===== src/rtl/line_streamer.sv =====
// Streams one text line as bytes: asks the mapper for the line's word range,
// fetches each 16-bit word from the character ROM, and emits high then low byte.
module line_streamer #(
  parameter int MAP_LAT = 1,
  parameter int ROM_LAT = 1
) (
  input  logic        clk,
  input  logic        rst_n,
  input  logic        start,
  input  logic [7:0]  line_sel,
  output logic [7:0]  map_line,
  input  logic [15:0] map_range,
  output logic [7:0]  rom_addr,
  input  logic [15:0] rom_data,
  output logic [7:0]  tdata,
  output logic        tvalid,
  input  logic        tready,
  output logic        tlast,
  output logic        busy,
  output logic        done,
  output logic        range_err
);

  typedef enum logic [2:0] {IDLE, MAP, FETCH, SEND_HI, SEND_LO} state_t;

  localparam logic [1:0] MAP_END = 2'(MAP_LAT);
  localparam logic [1:0] ROM_END = 2'(ROM_LAT);

  state_t     state;
  logic [1:0] cnt;
  logic [7:0] last;
  logic [7:0] word_lo;

  // The high byte goes straight into tdata at fetch time, so only the low
  // byte of the word needs its own register until SEND_LO.
  always_ff @(posedge clk or negedge rst_n) begin
    if (!rst_n) begin
      state     <= IDLE;
      cnt       <= '0;
      last      <= '0;
      word_lo   <= '0;
      map_line  <= '0;
      rom_addr  <= '0;
      tdata     <= '0;
      tvalid    <= 1'b0;
      tlast     <= 1'b0;
      busy      <= 1'b0;
      done      <= 1'b0;
      range_err <= 1'b0;
    end else begin
      done      <= 1'b0;
      range_err <= 1'b0;
      case (state)
        IDLE: begin
          if (start) begin
            map_line <= line_sel;
            cnt      <= '0;
            busy     <= 1'b1;
            state    <= MAP;
          end
        end
        MAP: begin
          if (cnt == MAP_END) begin
            cnt  <= '0;
            last <= map_range[15:8];
            if (map_range[15:8] < map_range[7:0]) begin
              done      <= 1'b1;
              range_err <= 1'b1;
              busy      <= 1'b0;
              state     <= IDLE;
            end else begin
              rom_addr <= map_range[7:0];
              state    <= FETCH;
            end
          end else begin
            cnt <= cnt + 2'd1;
          end
        end
        FETCH: begin
          if (cnt == ROM_END) begin
            cnt     <= '0;
            tdata   <= rom_data[15:8];
            word_lo <= rom_data[7:0];
            tvalid  <= 1'b1;
            tlast   <= 1'b0;
            state   <= SEND_HI;
          end else begin
            cnt <= cnt + 2'd1;
          end
        end
        SEND_HI: begin
          if (tready) begin
            tdata <= word_lo;
            tlast <= (rom_addr == last);
            state <= SEND_LO;
          end
        end
        SEND_LO: begin
          // Equality against last (never a magnitude test) lets 0xFF end a line without wrapping.
          if (tready) begin
            tvalid <= 1'b0;
            tlast  <= 1'b0;
            if (rom_addr == last) begin
              done  <= 1'b1;
              busy  <= 1'b0;
              state <= IDLE;
            end else begin
              rom_addr <= rom_addr + 8'd1;
              state    <= FETCH;
            end
          end
        end
        default: state <= IDLE;
      endcase
    end
  end

endmodule

===== config.mk =====
export PLATFORM = sky130hd
export DESIGN_NAME = line_streamer
export DESIGN_NICKNAME = d
export VERILOG_FILES = /design/src/rtl/line_streamer.sv
export SDC_FILE = /design/constraint.sdc
export NUM_CORES = 1
export LEC_CHECK = 0
export ABC_AREA = 1
export BUFFER_PORTS_ARGS = -buffer_cell sky130_fd_sc_hd__buf_2
export CORE_MARGIN = 3
export CORE_UTILIZATION = 56
export DETAILED_ROUTE_END_ITERATION = 10
export GPL_TIMING_DRIVEN = 0
export PLACE_DENSITY = 0.85
export SETUP_SLACK_MARGIN = 0.3
export SKIP_LAST_GASP = 1
export SLEW_MARGIN = 10
export SYNTH_ARGS = -nofsm -noshare
export SYNTH_HDL_FRONTEND = slang
export SYNTH_SLANG_ARGS = --single-unit

===== constraint.sdc =====
create_clock -name clk -period 2.36 [get_ports clk]
set_clock_uncertainty 0.1 [all_clocks]
set_input_delay 0.354 -clock clk [delete_from_list [all_inputs] [get_ports clk]]
set_output_delay 0.354 -clock clk [all_outputs]
set_load 0.02 [all_outputs]

==> results_dict.tcl <==
set metrics [dict create \
    drv_slew 0 \
    vias_per_cell 5.26 \
    clock-sinks 50 \
    yosysSeqAreaShare_pct 48.2 \
    netSwitchingFraction_pct 43.6 \
    yosysUniqueCellTypes 29 \
    clock_path_buffers 2 \
    h-tree-depth 2 \
    syn-num-nets 370 \
    post_cts_buffers 0 \
    rsz0062_at_grt "no" \
    cts_resized 0 \
    cpMaxStageDelayCell "dfrtp_1" \
    synthCells 318 \
    placementRows 24 \
    drt_iter0_drc 162 \
    worst_ep_arrival_time_ns 2.00 \
    detailed_place_hpwl_um 4460 \
    max_stage_delay_ns 0.43 \
    power_frac_seq_pct 38.5 \
    final_common_cell "nand2_1" \
    diodes 0 \
    n_fill_cell 359 \
    pwr-share-comb_pct 46.9 \
    synth_seq_cells 50 \
    overflow 0 \
    area_growth_pct 20.7 \
    final_cell_mix "131 x nand2_1, 75 x buf_2, 50 x dfrtp_1, 23 x inv_1, 21 x nor2_1" \
    max_freq_ghz 0.527 \
    dr.pass1.iters 4 \
    die_y_um 74.1 \
    core_region_area_sq_um 4410 \
    io_buffer_count 72 \
    yosysWarnings 0 \
    routed_wl_um 5900 \
    dieArea_sq_um 5490 \
    start_util_pct 58.8 \
    clk_latency_ns 0.30 \
    final_hold_viol_count 0 \
    die_x_um 74.1 \
    syn_avg_cell_area_sq_um 8.16 \
    grt_pass1_vias 2220 \
    reg2reg_slack_ns 0.46 \
    setup.worst_path.start_class "flip-flop" \
    slew_headroom_pct 26.7 \
    syn_area_sq_um 2590 \
    fin_crit_ns 1.90 \
    critPathRequiredTime_ns 2.46 \
    worst_slew_pin_slew_ns 1.10 \
    numCtsBuffers 5 \
    cpLargestDelayFamily "simple AND/OR/NAND/NOR gates" \
    cpMostUsedCell "nand2_1" \
    clk_pin_slew_ns 0.09 \
    fin_setup_tns_ns 0 \
    io_pins 73 \
    worst-path-buf-inv 1 \
    cp_max_fo 10 \
    drc 0 \
    grt_pass1_wl_um 9740 \
    final_layout_size_suffix_gt1_share_pct 26.6 \
    root_buffer "clkbuf_8" \
    wl_per_cell_um 13.1 \
    post-route-period-util_pct 80.4 \
    netSwitchingPower_mw 1.78 \
    powerDensity_nw_per_um2 1300 \
    clockPowerShare_pct 14.6 \
    setup_viol 0 \
    antenna_left 0 \
    path_class "flip-flop to flip-flop" \
    vias 2368 \
    grt_max_degree 51 \
    ir_drop_v 0.000722 \
    grt_antenna_before_repair 0 \
    cts_tree "built" \
    nNetsFinal 449 \
    internal_power_mw 2.30 \
    crit_chain "inv_2 -> nand2_1 -> nor2_4 -> nand2_1 -> nand2_2 -> nand2_1 -> nand2_1 -> nand2_1" \
    outcome "completed" \
    holdBufCountCts 0 \
    place.gp.congestion 0.891 \
    hold_path.class "input pin to asynchronous set/reset pin" \
    cap_violations 0 \
    p_leak_nw 1.69 \
    grtUsageTotal_pct 22.8 \
    final_core_utilization_pct 71.0 \
    cp-end-kind "flip-flop" \
]
## state kept, by name (all words and copies together) (netlist names), 2 cells and up
register,cells
last,8
map_line,8
rom_addr,8
tdata,8
word_lo,8
state,3
cnt,2
## worst register-to-register path, cell delays in order (launching register included)
cell and delay, ns:
dfrtp_1 0.43, inv_2 0.14, nand2_1 0.12, nor2_4 0.24
nand2_1 0.16, nand2_2 0.20, nand2_1 0.24, nand2_1 0.13
nand2_1 0.05
## layout make-up
class	instances	area (sq um)	area share, %
buffer	6	33.8	1.08
clock inverter	3	43.8	1.40
sequential	50	1250	39.9
tap	52	65.1	2.08
clock buffer	5	68.8	2.20
inverter	28	105	3.35
timing repair buffer	72	360	11.5
multi-input combinational	234	1200	38.5
## path summary, 6_finish.rpt
kind | from | endpoint | cells after the start
worst max-delay path | state[1]$_DFFE_PN0P_ | rom_addr[2]$_DFFE_PN0P_ | 8
max in group asynchronous | rst_n | rom_addr[0]$_DFFE_PN0P_ | 1
worst max register to register | state[1]$_DFFE_PN0P_ | rom_addr[2]$_DFFE_PN0P_ | 8
worst min register to register | busy$_DFFE_PN0P_ | busy$_DFFE_PN0P_ | 2
worst min-delay path | rst_n | rom_addr[4]$_DFFE_PN0P_ | 1
min in group clk | line_sel[7] | map_line[7]$_DFFE_PN0P_ | 3
## routing by layer
metal | global-route usage [%] | part of all wire [%] | vias to the layer above
met5 | 0 | 0 | -
met4 | 7.24 | 1.4 | 0
met3 | 5.00 | 6.2 | 7
met2 | 38.8 | 50 | 78
met1 | 29.1 | 42 | 1110
li1 | - | - | 1173
## power by group through the flow
stage	logic, mW	clock network (mW)	registers, mW
floorplan	1.11	0	1.80
global placement	1.85	0	1.56
detailed placement	1.91	0	1.58
CTS	1.93	0.612	1.57
global route	2.14	0.642	1.62
finish	1.91	0.598	1.57
## through the flow
stage	total power [mW]	hold WS, ns	area (sq um)	cells	worst slack [ns]
after global routing	4.40	0.141	3130	450	0.305
after floorplan	2.91	-0.0416	2590	318	0.724
after detailed placement	3.49	0.363	3020	442	0.336
after CTS	4.11	0.133	3130	450	0.446
final	4.08	0.141	3130	450	0.462
after global placement	3.41	0.351	3020	442	0.384
## cells in the mapped netlist
cell type  count  share of area (%)
a21boi_4       1               0.72
a21oi_1        6                1.2
a31oi_1        7                1.7
a31oi_2        2               0.96
buf_2          3               0.58
buf_6          1               0.43
clkbuf_1       2               0.29
clkinv_1       1               0.14
dfrtp_1       50                 48
ha_1           8                3.9
inv_1         23                3.3
inv_2          4               0.58
mux2_2         8                3.5
nand2_1      131                 19
nand2_2        1               0.24
nand3_1       17                3.3
nand3_2        1               0.39
nor2_1        21                3.0
nor2_2         2               0.48
nor2_4         1               0.43
nor3_2         1               0.39
nor3_4         1               0.63
o21a_1         2               0.58
o21ai_0       11                2.1
o21ai_1        1               0.19
o21bai_1       1               0.29
o22ai_1        1               0.24
o31ai_1        1               0.29
xnor2_1        9                3.0
## cells by family (layout without fill, tap and decap cells)
group,count (synthesis),in the layout,synth area share [%]
adder cells (fa/ha/maj),8,8,3.86
AND/OR/NAND/NOR,176,176,27.8
buffers and inverters,34,114,5.35
AO/OA/AOI/OAI,33,33,8.24
flip-flops,50,50,48.2
XOR/XNOR,9,9,3.04
multiplexers,8,8,3.47
Note: power is estimated with default switching activity, not from simulation.
